## src/rtl/cache_mem_responder_pkg.sv

```systemverilog
// Shared definitions for the cache memory responder: FSM encoding and default sizing.
package cache_mem_responder_pkg;

  localparam int DEFAULT_DEPTH   = 64;
  localparam int DEFAULT_LATENCY = 4;
  localparam int CNT_W           = 4;

  typedef enum logic [1:0] {
    IDLE = 2'd0,
    WAIT = 2'd1,
    RESP = 2'd2
  } state_t;

endpackage

```

## src/rtl/cache_mem_responder_resp_mem_array.sv

```systemverilog
// Word-wide backing store: one write port, combinational read, asynchronous clear.
module resp_mem_array
  import cache_mem_responder_pkg::*;
#(
  parameter int DEPTH = DEFAULT_DEPTH,
  parameter int AW    = 6
) (
  input  logic          clk,
  input  logic          reset,
  input  logic          we,
  input  logic [AW-1:0] addr,
  input  logic [31:0]   wdata,
  output logic [31:0]   rdata
);

  logic [31:0] mem [DEPTH];

  always_ff @(posedge clk or posedge reset) begin
    if (reset) begin
      for (int i = 0; i < DEPTH; i++) mem[i] <= '0;
    end else if (we) begin
      mem[addr] <= wdata;
    end
  end

  assign rdata = mem[addr];

endmodule

```

## src/rtl/cache_mem_responder.sv

```systemverilog
// Fixed-latency memory responder: accepts one request, waits LATENCY cycles, then
// holds the response until the cache takes it.
module cache_mem_responder
  import cache_mem_responder_pkg::*;
#(
  parameter int DEPTH   = DEFAULT_DEPTH,
  parameter int LATENCY = DEFAULT_LATENCY
) (
  input  logic        clk,
  input  logic        reset,
  input  logic        req_valid,
  output logic        req_ready,
  input  logic        req_write,
  input  logic [31:0] req_addr,
  input  logic [31:0] req_wdata,
  output logic        resp_valid,
  input  logic        resp_ready,
  output logic [31:0] resp_rdata,
  output logic        resp_err,
  output logic        busy
);

  localparam int               AW       = (DEPTH > 1) ? $clog2(DEPTH) : 1;
  localparam logic [CNT_W-1:0] CNT_LOAD = CNT_W'(LATENCY - 1);
  localparam logic [31:0]      DEPTH_W  = 32'(DEPTH);

  state_t             state, state_nxt;
  logic [CNT_W-1:0]   cnt;
  logic               req_write_p0;
  logic [31:0]        req_addr_p0;
  logic [31:0]        req_wdata_p0;
  logic               accept, commit, access_err, mem_we;
  logic [31:0]        mem_rdata;

  function automatic logic addr_err(input logic [31:0] a);
    return (a[1:0] != 2'b00) || ({2'b00, a[31:2]} >= DEPTH_W);
  endfunction

  assign accept     = (state == IDLE) && req_valid;
  assign commit     = (state == WAIT) && (cnt == '0);
  assign access_err = addr_err(req_addr_p0);
  assign mem_we     = commit && req_write_p0 && !access_err;

  assign req_ready  = (state == IDLE);
  assign resp_valid = (state == RESP);
  assign busy       = (state != IDLE);

  always_comb begin
    state_nxt = state;
    unique case (state)
      IDLE:    if (req_valid)  state_nxt = WAIT;
      WAIT:    if (cnt == '0)  state_nxt = RESP;
      RESP:    if (resp_ready) state_nxt = IDLE;
      default: state_nxt = IDLE;
    endcase
  end

  // Control and response registers; an async reset drops any pending request.
  always_ff @(posedge clk or posedge reset) begin
    if (reset) begin
      state      <= IDLE;
      cnt        <= '0;
      resp_rdata <= '0;
      resp_err   <= 1'b0;
    end else begin
      state <= state_nxt;
      if (accept)
        cnt <= CNT_LOAD;
      else if ((state == WAIT) && (cnt != '0))
        cnt <= cnt - 1'b1;
      if (commit) begin
        resp_err   <= access_err;
        resp_rdata <= (access_err || req_write_p0) ? 32'h0 : mem_rdata;
      end
    end
  end

  // Request capture: only the accepting edge loads, so inputs outside IDLE are ignored.
  always_ff @(posedge clk) begin
    if (accept) begin
      req_write_p0 <= req_write;
      req_addr_p0  <= req_addr;
      req_wdata_p0 <= req_wdata;
    end
  end

  resp_mem_array #(
    .DEPTH (DEPTH),
    .AW    (AW)
  ) u_mem (
    .clk   (clk),
    .reset (reset),
    .we    (mem_we),
    .addr  (req_addr_p0[AW+1:2]),
    .wdata (req_wdata_p0),
    .rdata (mem_rdata)
  );

endmodule

```

## config.mk

```make
export PLATFORM = sky130hd
export DESIGN_NAME = cache_mem_responder
export DESIGN_NICKNAME = d
export VERILOG_FILES = /design/src/rtl/cache_mem_responder_pkg.sv /design/src/rtl/cache_mem_responder_resp_mem_array.sv /design/src/rtl/cache_mem_responder.sv
export SDC_FILE = /design/constraint.sdc
export NUM_CORES = 2
export LEC_CHECK = 0
export ABC_AREA = 1
export BUFFER_PORTS_ARGS = -buffer_cell sky130_fd_sc_hd__buf_2
export CAP_MARGIN = 20
export CORE_ASPECT_RATIO = 0.75
export CORE_UTILIZATION = 44
export CTS_CLUSTER_SIZE = 24
export DETAILED_ROUTE_END_ITERATION = 10
export RECOVER_POWER = 25
export SYNTH_ARGS = -nofsm -noshare
export SYNTH_HDL_FRONTEND = slang
export SYNTH_HIERARCHICAL = 1
export SYNTH_SLANG_ARGS = --single-unit
```

## constraint.sdc

```tcl
create_clock -name clk -period 79.9 [get_ports clk]
set_clock_uncertainty 0.15 [all_clocks]
set_input_delay 7.99 -clock clk [delete_from_list [all_inputs] [get_ports clk]]
set_output_delay 7.99 -clock clk [all_outputs]
set_load 0.005 [all_outputs]
```

==> impl.org <==
** Logic synthesis
- The synthesized design contains approximately 2,200 register bits.
- Measured against the total synthesized area, the mux share comes to 0.
- The cell count after synthesis came out at ~14,000.
- Of the total synthesized cell area, the portion taken by AND, OR, NAND and NOR gates is 0.300.
- The Yosys step of the flow raised 6 warnings.
- In this run, synthesis inferred 65 flip-flops with an integrated enable.
- Counting every net in the synthesized netlist gives between 10,000 and 15,000.
- Of the total synthesized cell area, the portion taken by full adders, half adders and majority gates is 0.000125.
- Of the post-synthesis cell area, the dominant cell type holds 0.522.
- Dominant cells by area after synthesis :: sky130_fd_sc_hd__dfrtp_1, sky130_fd_sc_hd__nand2_1, sky130_fd_sc_hd__o21ai_0, sky130_fd_sc_hd__a21oi_1, sky130_fd_sc_hd__clkbuf_1
- Fraction of registers with async set or reset after synthesis :: 0.970
- The largest total area in the synthesized netlist belongs to sky130_fd_sc_hd__dfrtp_1.
- The compound-cell area share of the yosys netlist is 0.108.
- The share of the Yosys chip area taken by registers is 0.541.
- Dominant combinational cell family by area after synthesis :: simple AND/OR/NAND/NOR gates
- Averaged over all synthesized cells, the footprint is between 7 and 8 um^2.
- Yosys mapped the design onto 31 distinct sky130hd cell types.
- The most used flip-flop cell after synthesis is sky130_fd_sc_hd__dfrtp_1.
- Area of the mapped netlist :: 100,000 um^2
- Of the total synthesized cell area, the portion taken by XOR and XNOR cells is 0.000175.

** STA
- Max-slew violation count :: approximately 2,600
- Setup violations remaining at the end of the flow were counted as 0.
- Unrepaired setup endpoints after global routing :: false
- Slew headroom :: -4.04
- For the finished layout, the period the worst path requires is between 15,000 and 20,000 ps.
- After routing, the total negative slack on setup checks comes to 0 ps.
- In the finished design, the share of the clock period the worst path needs comes to 0.194.
- Worst Setup Slack, final :: 64,370 ps
- The final count of hold timing violations is 0.
- Fmax :: roughly 0.064 GHz
- For the pin with the worst max-slew slack, the measured transition is ~7600 ps.

** Clocking
- TritonCTS clock tree :: done
- Buffers inserted to repair hold after CTS numbered 0.
- The clock drives approximately 2,200 sinks.
- For the worst-skew pair, the clock arrives at the later sink with an insertion delay of between 800 and 900 ps.
- The tree is rooted in a sky130_fd_sc_hd__clkbuf_16.
- Maximum buffer depth of the clock tree :: 4
- In this run the post-CTS setup repair buffer count came out at 0.
- Clock-pin slew on the worst setup and hold paths :: roughly 60 ps
- CTS H-Tree Depth :: 4
- In this run, post-CTS repair resized a total of 0 instances.
- Clock buffer count from CTS :: between 200 and 250

** Job
- Max Cap Viol :: 45

** Critical path
- CP endpoint kind :: flip-flop
- For the worst flop-to-flop path, the logic depth is 15.
- STA classifies the critical path startpoint as a flip-flop.
- By startpoint and endpoint, the worst setup path is classified as flip-flop to flip-flop.
- Max FO, Critical Path :: approximately 120
- Critical Path Source :: req_addr_p0[4]$_DFFE_PP_
- Critical path data required time :: ~80,000 ps
- The startpoint identified for the worst register-to-register timing path is req_addr_p0[4]$_DFFE_PP_.
- Data arrival time of the critical path :: about 16,000 ps

** Die
- Measured along the y axis, the die boundary spans ~420 um.
- Die area :: approximately 230,000 um^2
- For this configuration, the core starts out at a cell density of 0.443.
- Num ports :: between 100 and 150
- Std-Cell Rows :: around 150
- After floorplanning, the core was sized to cover around 230,000 um^2.
- The floorplan step set the die width to ~550 um.

** Layout
- Commonest non-fill, non-tap cells in the layout :: sky130_fd_sc_hd__nand2_1, sky130_fd_sc_hd__dfrtp_1, sky130_fd_sc_hd__o21ai_0
- Compared with the post-synthesis result, the final layout area differs by 8.96%.
- Layout cells sized above 1 :: 0.0524
- Filler cells :: between 20,000 and 25,000
- Number of nets at the end of the flow :: 13,073
- After routing the design area is about 110,000 um^2.
- Commonest non-fill, non-tap cell in the layout :: sky130_fd_sc_hd__nand2_1

** Hold path
- Along the worst hold path, the cell count comes to 2.
- Worst min path class :: flip-flop to flip-flop
- Min-Delay Startpoint :: resp_rdata[15]$_DFFE_PP0P_

** Place
- Pre-CTS WS :: just under 70,000 ps
- The congestion estimate from routability-driven global placement came to 0.877.
- Buffers placed on the I/O ports in this run total ~100.
- Detailed placement ended at an HPWL of approximately 190,000 um.
- Cell area after placement :: between 100,000 and 150,000 um^2

** Global routing
- The first global-routing pass estimated between 500,000 and 600,000 um of wire.
- Pin count of the biggest net entering global routing :: 179
- GRT Residual Overflow :: 0
- Across every metal layer, demand over resource in global routing totals 0.291.
- Initial antenna violation count :: 9
- The via count of the first global-routing pass was 81,743.

** Pwr
- PwrDens :: between 20 and 25 nW/um^2
- IR analysis of the VDD net gives a maximum drop of approximately 0.000019 V.
- Leakage component of the power :: 0.0563 uW

** Route
- Drc violations :: 0
- Via/cell ratio :: around 5.4
- Residual antenna-violating net count after detailed routing :: 0
- For this block, the routed nets add up to ~340,000 um of wire.
- Across all layers, the routed design uses about 87,000 vias.
- Dividing the detail-routed wire length by the instance count gives approximately 21 um.
- Initial DRC count :: 9,955
- Detailed-router iteration count before antenna repair :: 8

** Outcome
- Failing checks :: capacitance limit, slew limit
- The flow ran to the end, but the final reports show violations.
synth_stat cells, types with 5 or more instances:
master	n
sky130_fd_sc_hd__buf_1	46
sky130_fd_sc_hd__nor2_1	734
sky130_fd_sc_hd__inv_2	13
sky130_fd_sc_hd__buf_2	175
sky130_fd_sc_hd__nand2_1	7092
sky130_fd_sc_hd__o21ai_0	1461
sky130_fd_sc_hd__nand2_2	19
sky130_fd_sc_hd__nand3_1	44
sky130_fd_sc_hd__nor2_2	25
sky130_fd_sc_hd__clkbuf_1	783
sky130_fd_sc_hd__inv_1	231
sky130_fd_sc_hd__o21ai_1	97
sky130_fd_sc_hd__a21oi_1	602
sky130_fd_sc_hd__nor3_4	5
sky130_fd_sc_hd__edfxtp_1	65
sky130_fd_sc_hd__dfrtp_1	2087
path summary, 6_finish.rpt:
check,endpoint,slack [ps]
min in group asynchronous,resp_rdata[24]$_DFFE_PP0P_,6960
worst max-delay path,u_mem/mem[1429]$_DFFE_PP0P_,64370
max in group asynchronous,u_mem/mem[1571]$_DFFE_PP0P_,68490
worst min register to register,resp_rdata[15]$_DFFE_PP0P_,320
worst min-delay path,resp_rdata[15]$_DFFE_PP0P_,320
worst max register to register,u_mem/mem[1429]$_DFFE_PP0P_,64370
layout make-up:
class | count | area [um^2] | share of cell area
multi-input combinational | 10101 | 41100 | 0.377
timing repair buffer | 279 | 1890 | 0.0173
tap | 2983 | 3730 | 0.0342
clock inverter | 51 | 443 | 0.00406
clock buffer | 347 | 6720 | 0.0617
inverter | 245 | 955 | 0.00875
antenna | 2 | 5.00 | 0.0000459
sequential | 2152 | 54200 | 0.497
metrics by stage:
stage               power [uW]  hold slack [ps]   util  cells
finish                    2440              324  0.483  16160
global route              2510              340  0.483  16158
CTS                       2460              328  0.483  16155
detailed placement        1420              312  0.452  15757
global placement          1420              313  0.452  15757
floorplan                 1290              295      -  13509
critical path: stages (launching register included):
cell	delay, ps
sky130_fd_sc_hd__edfxtp_1	360
sky130_fd_sc_hd__clkbuf_1	1700
sky130_fd_sc_hd__clkbuf_1	5380
sky130_fd_sc_hd__inv_1	130
sky130_fd_sc_hd__nand2_1	220
sky130_fd_sc_hd__nor2_1	210
sky130_fd_sc_hd__nand2_1	110
sky130_fd_sc_hd__nand2_1	90
sky130_fd_sc_hd__nor2_4	80
sky130_fd_sc_hd__clkbuf_1	1510
sky130_fd_sc_hd__nand2_1	160
sky130_fd_sc_hd__nor2_1	620
sky130_fd_sc_hd__nand2_1	470
sky130_fd_sc_hd__nor2_4	170
sky130_fd_sc_hd__clkbuf_1	3330
sky130_fd_sc_hd__a21oi_1	310
sequential cells by signal (all words and copies together) (netlist names):
name	count
u_mem/mem	2048
req_addr_p0	32
req_wdata_p0	32
resp_rdata	32
cnt	4
state	2
req_write_p0	1
resp_err	1
per-layer routing:
metal,share of wire,vias up,track usage
li1,-,40953,-
met3,0.086,466,0.0489
met2,0.43,3468,0.438
met5,0,-,0
met1,0.46,42068,0.431
met4,0.027,0,0.0791
logic make-up (layout without fill, tap and decap cells):
| family | after synthesis | in the layout |
|---|---|---|
| DFF | 2152 | 2152 |
| AOI/OAI and AO/OA | 2165 | 2165 |
| adders and majority gates | 1 | 1 |
| xor gates and xnor gates | 2 | 2 |
| and+or+nand+nor | 7933 | 7933 |
| buffers and inverters | 1256 | 922 |
| other | 0 | 2 |
where the power goes:
| part | internal, uW | leakage (uW) | switching [uW] |
|---|---|---|---|
| registers | 1110 | 0.0298 | 15.8 |
| logic | 25.4 | 0.0230 | 257 |
| clock network | 591 | 0.00355 | 444 |
| total | 1720 | 0.0563 | 717 |
Note: power is estimated with default switching activity, not from simulation.
